==> config.mk <==
export PLATFORM = sky130hd
export DESIGN_NAME = hazard_ctrl
export DESIGN_NICKNAME = d
export VERILOG_FILES = /design/src/rtl/hazard_ctrl_pkg.sv /design/src/rtl/hazard_ctrl_fwd_sel.sv /design/src/rtl/hazard_ctrl.sv
export SDC_FILE = /design/constraint.sdc
export NUM_CORES = 1
export LEC_CHECK = 0
export ABC_AREA = 1
export CAP_MARGIN = 25
export CORE_UTILIZATION = 25
export DETAILED_ROUTE_END_ITERATION = 7
export PLACE_DENSITY = 0.41
export SLEW_MARGIN = 20
export SYNTH_ARGS = -nofsm -noshare
export SYNTH_HDL_FRONTEND = slang
export SYNTH_SLANG_ARGS = --single-unit
==> constraint.sdc <==
create_clock -name clk -period 2.6 [get_ports clk]
set_input_delay 0.52 -clock clk [delete_from_list [all_inputs] [get_ports clk]]
set_output_delay 0.52 -clock clk [all_outputs]
set_load 0.05 [all_outputs]
==> src/rtl/hazard_ctrl_pkg.sv <==
// hazard_ctrl_pkg: shared types for the pipeline hazard controller.
// Forward-select codes, FSM state enum and the shadow-stage entry.
package hazard_ctrl_pkg;

  localparam int SH_REG_W = 4;

  localparam logic [1:0] FWD_NONE = 2'b00;
  localparam logic [1:0] FWD_WB   = 2'b01;
  localparam logic [1:0] FWD_MEM  = 2'b10;

  localparam logic [SH_REG_W-1:0] REG_ZERO = '0;

  typedef enum logic {
    ST_IDLE  = 1'b0,
    ST_STALL = 1'b1
  } hz_state_e;

  typedef struct packed {
    logic                valid;
    logic [SH_REG_W-1:0] rd;
    logic                we;
    logic                is_load;
    logic [SH_REG_W-1:0] rs;
    logic [SH_REG_W-1:0] rt;
    logic                uses_rs;
    logic                uses_rt;
  } shadow_t;

endpackage

==> src/rtl/hazard_ctrl_fwd_sel.sv <==
// fwd_sel: combinational forward-select for one EX source operand.
// Ports: src_i/uses_i (EX operand), mem_*/wb_* (producer info), sel_o.
module fwd_sel
  import hazard_ctrl_pkg::*;
(
  input  logic [SH_REG_W-1:0] src_i,
  input  logic                uses_i,
  input  logic                mem_valid_i,
  input  logic                mem_we_i,
  input  logic [SH_REG_W-1:0] mem_rd_i,
  input  logic                wb_valid_i,
  input  logic                wb_we_i,
  input  logic [SH_REG_W-1:0] wb_rd_i,
  output logic [1:0]          sel_o
);

  logic live;
  logic hit_mem;
  logic hit_wb;

  assign live    = uses_i & (src_i != REG_ZERO);
  assign hit_mem = live & mem_valid_i & mem_we_i
                 & (mem_rd_i == src_i);
  assign hit_wb  = live & wb_valid_i & wb_we_i
                 & (wb_rd_i == src_i);

  // MEM is younger than WB, so it wins.
  assign sel_o = hit_mem ? FWD_MEM
               : hit_wb  ? FWD_WB
               :           FWD_NONE;

endmodule

==> src/rtl/hazard_ctrl.sv <==
// hazard_ctrl: forwarding selects, load-use stall/bubble, branch flush.
// Ports: clk/rst, id_* decode, ex_br_ctrl; forwardA/B, stall, bubble, flush, prev_br_ctrl.
module hazard_ctrl
  import hazard_ctrl_pkg::*;
#(
  parameter int REG_W        = 4,
  parameter int LOAD_BUBBLES = 1
) (
  input  logic             clk,
  input  logic             rst,
  input  logic             id_valid,
  input  logic [REG_W-1:0] id_rs,
  input  logic [REG_W-1:0] id_rt,
  input  logic             id_uses_rs,
  input  logic             id_uses_rt,
  input  logic [REG_W-1:0] id_rd,
  input  logic             id_we,
  input  logic             id_is_load,
  input  logic             ex_br_ctrl,
  output logic [1:0]       forwardA,
  output logic [1:0]       forwardB,
  output logic             stall,
  output logic             bubble,
  output logic             flush,
  output logic             prev_br_ctrl
);

  shadow_t   id_e;
  shadow_t   ex_d;
  shadow_t   ex_q;
  shadow_t   mem_q;
  shadow_t   wb_q;
  hz_state_e st_q;
  hz_state_e st_d;
  logic [1:0] cnt_q;
  logic [1:0] cnt_d;
  logic      prev_q;
  logic      detect;
  logic      stall_c;
  logic      bubble_c;
  logic      flush_c;
  logic [1:0] fwd_a;
  logic [1:0] fwd_b;

  always_comb begin
    id_e = '0;
    if (id_valid) begin
      id_e.valid   = 1'b1;
      id_e.rd      = id_rd;
      id_e.we      = id_we;
      id_e.is_load = id_is_load;
      id_e.rs      = id_rs;
      id_e.rt      = id_rt;
      id_e.uses_rs = id_uses_rs;
      id_e.uses_rt = id_uses_rt;
    end
  end

  assign detect = id_valid & ex_q.valid & ex_q.is_load
                & ex_q.we & (ex_q.rd != REG_ZERO)
                & ((id_uses_rs & (id_rs == ex_q.rd))
                 | (id_uses_rt & (id_rt == ex_q.rd)));

  always_comb begin
    st_d     = st_q;
    cnt_d    = cnt_q;
    stall_c  = 1'b0;
    bubble_c = 1'b0;
    flush_c  = 1'b0;
    if (ex_br_ctrl) begin
      // The consumer is squashed anyway.
      flush_c = 1'b1;
      st_d    = ST_IDLE;
      cnt_d   = 2'd0;
    end else if (st_q == ST_STALL) begin
      stall_c  = 1'b1;
      bubble_c = 1'b1;
      if (cnt_q <= 2'd1) begin
        st_d  = ST_IDLE;
        cnt_d = 2'd0;
      end else begin
        cnt_d = cnt_q - 2'd1;
      end
    end else if (detect) begin
      stall_c  = 1'b1;
      bubble_c = 1'b1;
      if (LOAD_BUBBLES > 1) begin
        st_d  = ST_STALL;
        cnt_d = 2'(LOAD_BUBBLES - 1);
      end
    end
  end

  assign ex_d = (bubble_c | flush_c) ? '0 : id_e;

  always_ff @(posedge clk) begin
    if (rst) begin
      ex_q   <= '0;
      mem_q  <= '0;
      wb_q   <= '0;
      st_q   <= ST_IDLE;
      cnt_q  <= 2'd0;
      prev_q <= 1'b0;
    end else begin
      ex_q   <= ex_d;
      mem_q  <= ex_q;
      wb_q   <= mem_q;
      st_q   <= st_d;
      cnt_q  <= cnt_d;
      prev_q <= ex_br_ctrl;
    end
  end

  fwd_sel u_fwd_rt (
    .src_i       (ex_q.rt),
    .uses_i      (ex_q.uses_rt),
    .mem_valid_i (mem_q.valid),
    .mem_we_i    (mem_q.we),
    .mem_rd_i    (mem_q.rd),
    .wb_valid_i  (wb_q.valid),
    .wb_we_i     (wb_q.we),
    .wb_rd_i     (wb_q.rd),
    .sel_o       (fwd_a)
  );

  fwd_sel u_fwd_rs (
    .src_i       (ex_q.rs),
    .uses_i      (ex_q.uses_rs),
    .mem_valid_i (mem_q.valid),
    .mem_we_i    (mem_q.we),
    .mem_rd_i    (mem_q.rd),
    .wb_valid_i  (wb_q.valid),
    .wb_we_i     (wb_q.we),
    .wb_rd_i     (wb_q.rd),
    .sel_o       (fwd_b)
  );

  // Outputs are forced low while reset is sampled.
  assign forwardA     = rst ? FWD_NONE : fwd_a;
  assign forwardB     = rst ? FWD_NONE : fwd_b;
  assign stall        = stall_c & ~rst;
  assign bubble       = bubble_c & ~rst;
  assign flush        = flush_c & ~rst;
  assign prev_br_ctrl = prev_q & ~rst;

  // A loaded value is never in MEM in time to be forwarded.
  a_no_load_fwd: assert property (
    @(posedge clk) disable iff (rst)
    !(mem_q.is_load
      && ((fwd_a == FWD_MEM) || (fwd_b == FWD_MEM)))
  );

endmodule

==> results.cfg <==
[outcome]
status = finished, final reports clean

[sta]
finalHoldViolations = 0
fin_skew_ns = 0.00274
finalSetupViolCount = 0
fin_crit_ns = 2.43
max_freq_mhz = 412
final-max-slew-violation-count = 0
fin_tns_setup_ns = 0
fin_crit_sh_pct = 93.4
tightestPinTransition_ns = 0.347
max_slew_margin_pct = 76.7
rsz0062_at_grt = no

[setup_path]
end_kind = output pin
start_kind = primary input
critPathMaxFanout = 2
cp_slowest_stage_delay_ns = 0.47
crit_arrival_ns = 1.91
crit_buf_inv = 4
worstPathRequired_ns = 2.08
slowest_stage = clkdlybuf4s50_1
crit_family = buffers and inverters
cpMostUsedCell = nand2_1
worstPathCellList = clkdlybuf4s50_1 > inv_1 > nand2_1 > nand2_1 > nor2_1 > nand3_1 > nand2_1 > nand2_2 > a21oi_1 > buf_4 > buf_12
worstSetupPathType = primary input to output pin

[placed_design]
place_congestion = 0.772
io_buffers = 27
place_hpwl_um = 2250

[die]
initial_core_util_pct = 25.9
dieArea_um2 = 5970
die_x_um = 77.2
coreArea_um2 = 5470
fp.dieH_um = 77.2
num_io_pins = 28
core.rowCount = 27

[power]
pwr_density_cell_nw_per_um2 = 521
cellLeakagePower_nw = 0.883
power_mw = 1.01
ir_worst_vdd_mv = 0.193

[global_route]
antenna_found_initial = 0
grt_pass1_wl_um = 4910
grt_pass1_vias = 1125
grt_overflow = 0
track_usage_pct = 10.8
grt_max_degree = 19

[synthesis]
synth_area_um2 = 1420
async_reset_ff_share_pct = 0
synth.distinct_cells = 21
yosys.area.top_type = dfxtp_1
yosys.cell_count.top_type = nor2_1
synth.top_cell.area_share_pct = 46.7
syn_inst = 197
ys_seq_area_share_pct = 46.7
synth.top_cells.by_count = 49 x nor2_1, 41 x inv_1, 33 x dfxtp_1
synth.net_count = 217
avgSynthCellArea_um2 = 7.18
ys.flop_type = dfxtp_1
ys_top_cells_by_area = dfxtp_1 47%, nor2_1 13%, inv_1 11%, nand2_1 7.7%, xnor2_1 6.2%
synth_edf_count = 0
synth_warnings = 0
synth-seq-cells = 33

[cells_and_area]
regArea_um2 = 661
multi_input_area_um2 = 562
area_delta_synth_final_pct = 36.3
diodes = 0
drive_above_1_share_pct = 10.0
final.fill_count = 612
nets = 249

[route]
vias = 1115
drt-pass1-iter-count = 4
viasPerCell = 3.70
ant_nets = 0
wirelength_um = 2880
drt-initial-drc-count = 20
drc_errors = 0
wl_per_cell_um = 9.57

[cts]
cts.htree.levels = 2
clock_sinks = 33
cts_tree = done
root_buffer = clkbuf_8
ctsHoldBuffers = 0
path_clk_slew_ns = 0.06
cts-resized-gates = 0
cts_setup_buffers = 0
numCtsBuffers = 5
clk_path_buf_depth = 2
clock_latency_ns = 0.28

[min_path]
hp-class = flip-flop to flip-flop

[job]
max_cap_violations = 0
[cells in the final DEF, fill, tap and decap left out, types with 3 or more instances in the layout]
cell / count
nor2_1: 49
clkbuf_8: 6
inv_1: 41
inv_2: 3
xor2_1: 3
nand3_1: 6
buf_12: 8
xnor2_1: 10
nand2_1: 29
nand4_1: 7
clkdlybuf4s50_1: 19
dfxtp_1: 33
nor3_1: 4
[routing by layer]
layer | vias up | track usage (%) | wire (µm)
li1 | 638 | - | -
met1 | 449 | 13.2 | 1450
met2 | 22 | 17.1 | 1270
met3 | 6 | 2.50 | 90
met4 | 0 | 6.79 | 68
met5 | - | 0 | 0
[worst paths after layout]
| path | from | to | slack [ns] | depth (start not counted) |
|---|---|---|---|---|
| setup / recovery | id_rt[0] | bubble | 0.17 | 11 |
| hold reg to reg | ex_q[11] | mem_q[11] | 0.43 | 2 |
| hold / removal | ex_q[11] | mem_q[11] | 0.43 | 2 |
| setup reg to reg | ex_q[15] | ex_q[9] | 1.33 | 9 |
[worst reg2reg max path, stage by stage (launching register included)]
cell and delay [ns]:
dfxtp_1 0.37, inv_2 0.07, nand2_1 0.07, nand2_1 0.05
nor2_1 0.11, nand3_1 0.08, nand2_1 0.08, nand2_2 0.08
nand3_4 0.18, nor2_1 0.08
[stage by stage]
stage               worst slack [ns]  cell area (µm²)  std cells  util (%)  hold WS (ns)
global route                  0.0183             1930        301      35.3         0.455
finish                         0.172             1930        301      35.3         0.432
global placement               0.143             1840        294      33.7         0.425
detailed placement             0.157             1840        294      33.7         0.426
CTS                            0.156             1930        301      35.3         0.435
floorplan                     0.0101             1420        197         -         0.403
[registers in the layout (all words and copies together), names as in the netlist]
name and flops:
wb_q 6, ex_q 17, mem_q 6, cnt_q 2
st_q 1, prev_q 1
[report_power, final]
part | switching (mW) | internal (mW)
combinational | 0.0469 | 0.0507
sequential | 0.00782 | 0.517
clock | 0.174 | 0.210
total | 0.229 | 0.777
[logic make-up after synthesis]
logic type      share of synthesized area (%)
simple gates                             29.9
xor+xnor                                 8.05
buf+inv                                  13.6
flops                                    46.7
compound gates                           1.77
[layout make-up]
type / count / area share, %
timing repair buffer: 29 / 18.9
inverter: 44 / 8.56
multi-input combinational: 116 / 29.1
clock buffer: 7 / 4.47
tap: 72 / 4.67
sequential: 33 / 34.2
Note: power is estimated with default switching activity, not from simulation.
